==> src/rtl/div3_sched_pkg.sv <==
// Shared widths, defaults and reset values for the div3 scheduler slice,
// plus the multiply-shift divide-by-3 used by the shared arithmetic unit.
package div3_sched_pkg;

    localparam int DATA_W   = 8;
    localparam int NREQ_DEF = 4;
    localparam int ID_W_DEF = 2;

    localparam logic [DATA_W-1:0] RST_RESULT = '0;
    localparam logic              RST_VALID  = 1'b0;

    // 21849 / 65536 is just above 1/3; the error stays below one LSB across 0..255.
    localparam logic [15:0] DIV3_MAGIC = 16'd21849;
    localparam int          DIV3_SHIFT = 16;

    function automatic logic [DATA_W-1:0] div3_mul(input logic [DATA_W-1:0] x);
        logic [DATA_W+15:0] prod;
        prod = {16'b0, x} * {{DATA_W{1'b0}}, DIV3_MAGIC};
        return prod[DATA_W+DIV3_SHIFT-1:DIV3_SHIFT];
    endfunction

endpackage

==> src/rtl/div3.sv <==
// Existing combinational 8-bit unsigned divide-by-3: q = floor(x / 3), range 0..85.
module div3
    import div3_sched_pkg::*;
(
    input  logic [DATA_W-1:0] i_x,
    output logic [DATA_W-1:0] o_q
);

    assign o_q = div3_mul(i_x);

endmodule

==> src/rtl/div3_sched_rr_arbiter.sv <==
// Combinational round-robin arbiter: picks the first eligible requester at or
// after i_ptr, wrapping to index 0, and returns it one-hot and encoded.
module rr_arbiter #(
    parameter int NREQ = 4,
    parameter int ID_W = 2
) (
    input  logic [NREQ-1:0] i_req,
    input  logic [NREQ-1:0] i_mask,
    input  logic [ID_W-1:0] i_ptr,
    output logic [NREQ-1:0] o_gnt,
    output logic [ID_W-1:0] o_idx,
    output logic            o_any
);

    logic [NREQ-1:0] w_elig;
    logic            w_hi_found;
    logic            w_lo_found;
    logic [ID_W-1:0] w_hi_idx;
    logic [ID_W-1:0] w_lo_idx;

    // Scan downward so the last hit is the lowest index in each half of the ring.
    always_comb begin
        w_elig     = i_req & ~i_mask;
        w_hi_found = 1'b0;
        w_lo_found = 1'b0;
        w_hi_idx   = '0;
        w_lo_idx   = '0;
        for (int j = NREQ - 1; j >= 0; j--) begin
            if (w_elig[j]) begin
                if (ID_W'(j) >= i_ptr) begin
                    w_hi_found = 1'b1;
                    w_hi_idx   = ID_W'(j);
                end else begin
                    w_lo_found = 1'b1;
                    w_lo_idx   = ID_W'(j);
                end
            end
        end
    end

    always_comb begin
        o_any = w_hi_found | w_lo_found;
        o_idx = w_hi_found ? w_hi_idx : w_lo_idx;
        o_gnt = '0;
        for (int j = 0; j < NREQ; j++) begin
            if (o_any && (o_idx == ID_W'(j))) begin
                o_gnt[j] = 1'b1;
            end
        end
    end

endmodule

==> src/rtl/div3_sched.sv <==
// Round-robin scheduler sharing one div3 unit between NREQ requesters:
// grant + operand capture in stage 1, registered quotient and id in stage 2.
module div3_sched
    import div3_sched_pkg::*;
#(
    parameter int NREQ = NREQ_DEF,
    parameter int ID_W = ID_W_DEF
) (
    input  logic                   clk,
    input  logic                   rst_n,
    input  logic [NREQ-1:0]        req,
    input  logic [DATA_W*NREQ-1:0] operand,
    output logic [NREQ-1:0]        gnt,
    output logic [DATA_W-1:0]      result,
    output logic                   result_valid,
    output logic [ID_W-1:0]        result_id
);

    logic [NREQ-1:0]   r_gnt_p1;
    logic [ID_W-1:0]   r_ptr;
    logic [DATA_W-1:0] r_opnd_p1;
    logic [ID_W-1:0]   r_id_p1;
    logic              r_vld_p1;
    logic [DATA_W-1:0] r_result_p2;
    logic [ID_W-1:0]   r_id_p2;
    logic              r_vld_p2;

    logic [NREQ-1:0]   w_gnt;
    logic [ID_W-1:0]   w_idx;
    logic              w_any;
    logic [ID_W-1:0]   w_ptr_nxt;
    logic [DATA_W-1:0] w_opnd;
    logic [DATA_W-1:0] w_quot;

    // Masking with last cycle's grant stops a held, already-served request from winning twice.
    rr_arbiter #(
        .NREQ (NREQ),
        .ID_W (ID_W)
    ) u_arb (
        .i_req  (req),
        .i_mask (r_gnt_p1),
        .i_ptr  (r_ptr),
        .o_gnt  (w_gnt),
        .o_idx  (w_idx),
        .o_any  (w_any)
    );

    assign w_ptr_nxt = (w_idx == ID_W'(NREQ - 1)) ? '0 : w_idx + ID_W'(1);

    always_comb begin
        w_opnd = '0;
        for (int j = 0; j < NREQ; j++) begin
            if (w_gnt[j]) begin
                w_opnd = operand[DATA_W*j +: DATA_W];
            end
        end
    end

    div3 u_div3 (
        .i_x (r_opnd_p1),
        .o_q (w_quot)
    );

    always_ff @(posedge clk or negedge rst_n) begin
        if (!rst_n) begin
            r_gnt_p1    <= '0;
            r_ptr       <= '0;
            r_opnd_p1   <= '0;
            r_id_p1     <= '0;
            r_vld_p1    <= 1'b0;
            r_result_p2 <= RST_RESULT;
            r_id_p2     <= '0;
            r_vld_p2    <= RST_VALID;
        end else begin
            // Stage 1: arbitration, operand capture, pointer advance
            r_gnt_p1 <= w_gnt;
            r_vld_p1 <= w_any;
            if (w_any) begin
                r_opnd_p1 <= w_opnd;
                r_id_p1   <= w_idx;
                r_ptr     <= w_ptr_nxt;
            end
            // Stage 2: quotient and owner id; both hold between valid pulses
            r_vld_p2 <= r_vld_p1;
            if (r_vld_p1) begin
                r_result_p2 <= w_quot;
                r_id_p2     <= r_id_p1;
            end
        end
    end

    assign gnt          = r_gnt_p1;
    assign result       = r_result_p2;
    assign result_valid = r_vld_p2;
    assign result_id    = r_id_p2;

endmodule
==> config.mk <==
export PLATFORM = sky130hd
export DESIGN_NAME = div3_sched
export DESIGN_NICKNAME = d
export VERILOG_FILES = /design/src/rtl/div3_sched_pkg.sv /design/src/rtl/div3.sv /design/src/rtl/div3_sched_rr_arbiter.sv /design/src/rtl/div3_sched.sv
export SDC_FILE = /design/constraint.sdc
export NUM_CORES = 1
export LEC_CHECK = 0
export ABC_CLOCK_PERIOD_IN_PS = 8000
export BUFFER_PORTS_ARGS = -buffer_cell sky130_fd_sc_hd__buf_4
export CAP_MARGIN = 40
export CORE_UTILIZATION = 60
export DETAILED_ROUTE_END_ITERATION = 16
export GPL_ROUTABILITY_DRIVEN = 0
export PLACE_DENSITY = 0.81
export SLEW_MARGIN = 10
export SYNTH_ARGS = -nofsm -noshare
export SYNTH_HDL_FRONTEND = slang
export SYNTH_SLANG_ARGS = --single-unit
==> constraint.sdc <==
create_clock -name clk -period 8 [get_ports clk]
set_input_delay 0.8 -clock clk [delete_from_list [all_inputs] [get_ports clk]]
set_output_delay 0.8 -clock clk [all_outputs]
set_load 0.03 [all_outputs]
==> impl_metrics.env <==
export IMPL_cp_data_arrival_time_ns=4.27
export IMPL_path_clk_slew_ns=0.09
export IMPL_syn_area_per_cell_sq_um=9.732
export IMPL_cts_resized_gates=0
export IMPL_avgViaCountPerCell=5.761
export IMPL_cap_violations=0
export IMPL_nNetsFinal=463
export IMPL_vias=2408
export IMPL_worstMarginPinSlew_ns=0.6404
export IMPL_finalHoldViolCount=0
export IMPL_ys_seq_area_share_pct=22.69
export IMPL_grt_pass1_wl_microns=10900
export IMPL_core_area_sq_um=4755
export IMPL_setup_tns_ns=0
export IMPL_drtIter0Drc=96
export IMPL_wl_met3_microns=194
export IMPL_route_detailed_drc=0
export IMPL_routed_top_layer="met4"
export IMPL_crit_chain="ha_1, inv_1, fa_1, fa_1, inv_1, fa_1, ha_1, and4_4, o2111ai_2, o211a_4, o2111a_1, or3_1"
export IMPL_crit_path_frequent_cell="fa_1"
export IMPL_htreeDepth=1
export IMPL_drive_gt1_share_pct=19.66
export IMPL_synthesis_area_sq_um=2978
export IMPL_synth_warnings=0
export IMPL_rsz0062_at_grt="no"
export IMPL_root_buffer="clkbuf_8"
export IMPL_grt_max_degree=28
export IMPL_area_growth_pct=16.22
export IMPL_synth_edff_count=0
export IMPL_clkLatencyLatePin_ns=0.27
export IMPL_grt_total_usage_pct=26.34
export IMPL_die_h_microns=72.45
export IMPL_m1WireLength_microns=2772
export IMPL_hold_buffers=0
export IMPL_cp_max_fo=5
export IMPL_cp_start_kind="register"
export IMPL_io_buffers=51
export IMPL_crit_required_ns=8.16
export IMPL_slew_headroom_pct=56.99
export IMPL_layout_commonest_cell="ha_1"
export IMPL_critPathKind="register to register"
export IMPL_ys_flop_type="dfrtp_1"
export IMPL_max_freq_mhz=243.4
export IMPL_ys_seq_elements=27
export IMPL_die_x_microns=72.45
export IMPL_wirelength_microns=6327
export IMPL_grt_overflow_total=0
export IMPL_final_setup_viol_count=0
export IMPL_slowest_stage="fa_1"
export IMPL_antenna_cells=0
export IMPL_crit_path_max_incr_delay_ns=0.53
export IMPL_fin_crit_sh_pct=51.35
export IMPL_clock_sinks=27
export IMPL_cts_buffers=3
export IMPL_synthCells=306
export IMPL_start_util_pct=62.63
export IMPL_syn_nets=417
export IMPL_grt_pass1_vias=2476
export IMPL_maxSlewViolCount=0
export IMPL_critPathCaptureType="register"
export IMPL_synth_cell_types=48
export IMPL_synthArstFlopShare_pct=100.0
export IMPL_cts_setup_buffers=0
export IMPL_wl_met2_microns=3253
export IMPL_clock_path_buffers=2
export IMPL_ios=53
export IMPL_worstHoldPathType="input port to asynchronous set/reset pin"
export IMPL_status="finished, final reports clean"
export IMPL_wl_per_cell_microns=15.14
export IMPL_skew_ns=0.002302
export IMPL_dr_pass1_iters=4
export IMPL_most_common_layout_cells="ha_1 (54), buf_4 (51), inv_1 (41)"
export IMPL_hpwl_microns=5443
export IMPL_cts_tree="built"
export IMPL_row_count=25
export IMPL_layout_min_cycle_time_ns=4.108
export IMPL_antenna_found_initial=0
export IMPL_die_area_sq_um=5249
export IMPL_ant_nets=0
[worst max-delay path: cells and delay by family, from the launching register on]
kind / cells / cell delay [ns]
compound gates: 3 / 0.68
fa+ha+maj: 5 / 2.10
buf+inv: 2 / 0.16
flops: 1 / 0.46
simple gates: 2 / 0.59
[cell families (layout without fill, tap and decap cells)]
group | Yosys count | in the layout | share of synthesized area, %
and+or+nand+nor | 65 | 65 | 12.14
DFF | 27 | 27 | 22.69
muxes | 6 | 6 | 2.185
xor gates and xnor gates | 3 | 3 | 0.8825
adders and majority gates | 73 | 73 | 35.46
other | 1 | 1 | 0.1259
AOI/OAI and AO/OA | 79 | 79 | 19.58
buffers and inverters | 52 | 97 | 6.933
[registers in the layout (all words and copies together) (netlist names)]
name,cells
gnt,4
r_id_p1,2
r_opnd_p1,8
r_ptr,2
r_vld_p1,1
result,7
result_id,2
result_valid,1
[final cells by class]
cell class              instances  area [sq um]
fillers                       385          1294
repair buffers                 52         394.1
multi-input cells             227          2105
flip-flops and latches         27         675.6
clock inverters                 1         7.507
well taps                      67         83.83
clock buffers                   3         41.29
inverters                      41         153.9
[cell usage after synthesis (all sizes together) (4+ instances only)]
| library cell | number | area share, % |
|---|---|---|
| nor2b | 17 | 3.6 |
| nor3 | 15 | 2.5 |
| a211oi | 5 | 1.3 |
| inv | 41 | 5.2 |
| a221oi | 9 | 2.6 |
| o21ai | 10 | 1.7 |
| a21o | 13 | 3.4 |
| o21a | 4 | 1.0 |
| ha | 54 | 23 |
| a21oi | 18 | 3.0 |
| nor2 | 4 | 0.50 |
| dfrtp | 27 | 23 |
| nand2 | 13 | 1.6 |
| mux2 | 4 | 1.5 |
| clkbuf | 9 | 1.1 |
| fa | 19 | 13 |
[through the flow]
step	instances	setup WS (ns)	instance area (sq um)	util, %	hold slack (ns)
floorplan	306	4.092	2978	-	0.4333
finish	418	3.892	3461	72.79	0.4194
global placement	413	3.966	3401	71.53	0.4604
global route	418	3.660	3461	72.79	0.4404
CTS	418	3.869	3461	72.79	0.4234
detailed placement	414	3.887	3412	71.76	0.4700
[metal layers]
| layer | global-route usage (%) | vias to the layer above |
|---|---|---|
| met5 | 0 | - |
| met4 | 9.368 | 0 |
| met3 | 2.639 | 10 |
| met2 | 44.86 | 51 |
| met1 | 34.98 | 1159 |
| li1 | - | 1188 |
[path summary, 6_finish.rpt]
kind | from | to | slack, ns | depth (start not counted)
worst max-delay path | r_opnd_p1[4] | result[2] | 3.89 | 12
worst min-delay path | rst_n | result[4] | 0.42 | 1
worst max register to register | r_opnd_p1[4] | result[2] | 3.89 | 12
worst min register to register | r_id_p1[0] | r_id_p1[0] | 0.49 | 1
max in group asynchronous | rst_n | r_opnd_p1[2] | 7.33 | 1
min in group clk | r_id_p1[0] | r_id_p1[0] | 0.49 | 1
Power is left out: the tool's default activity adds up to more than one toggle a clock period on the data nets, which glitch-free logic cannot reach.
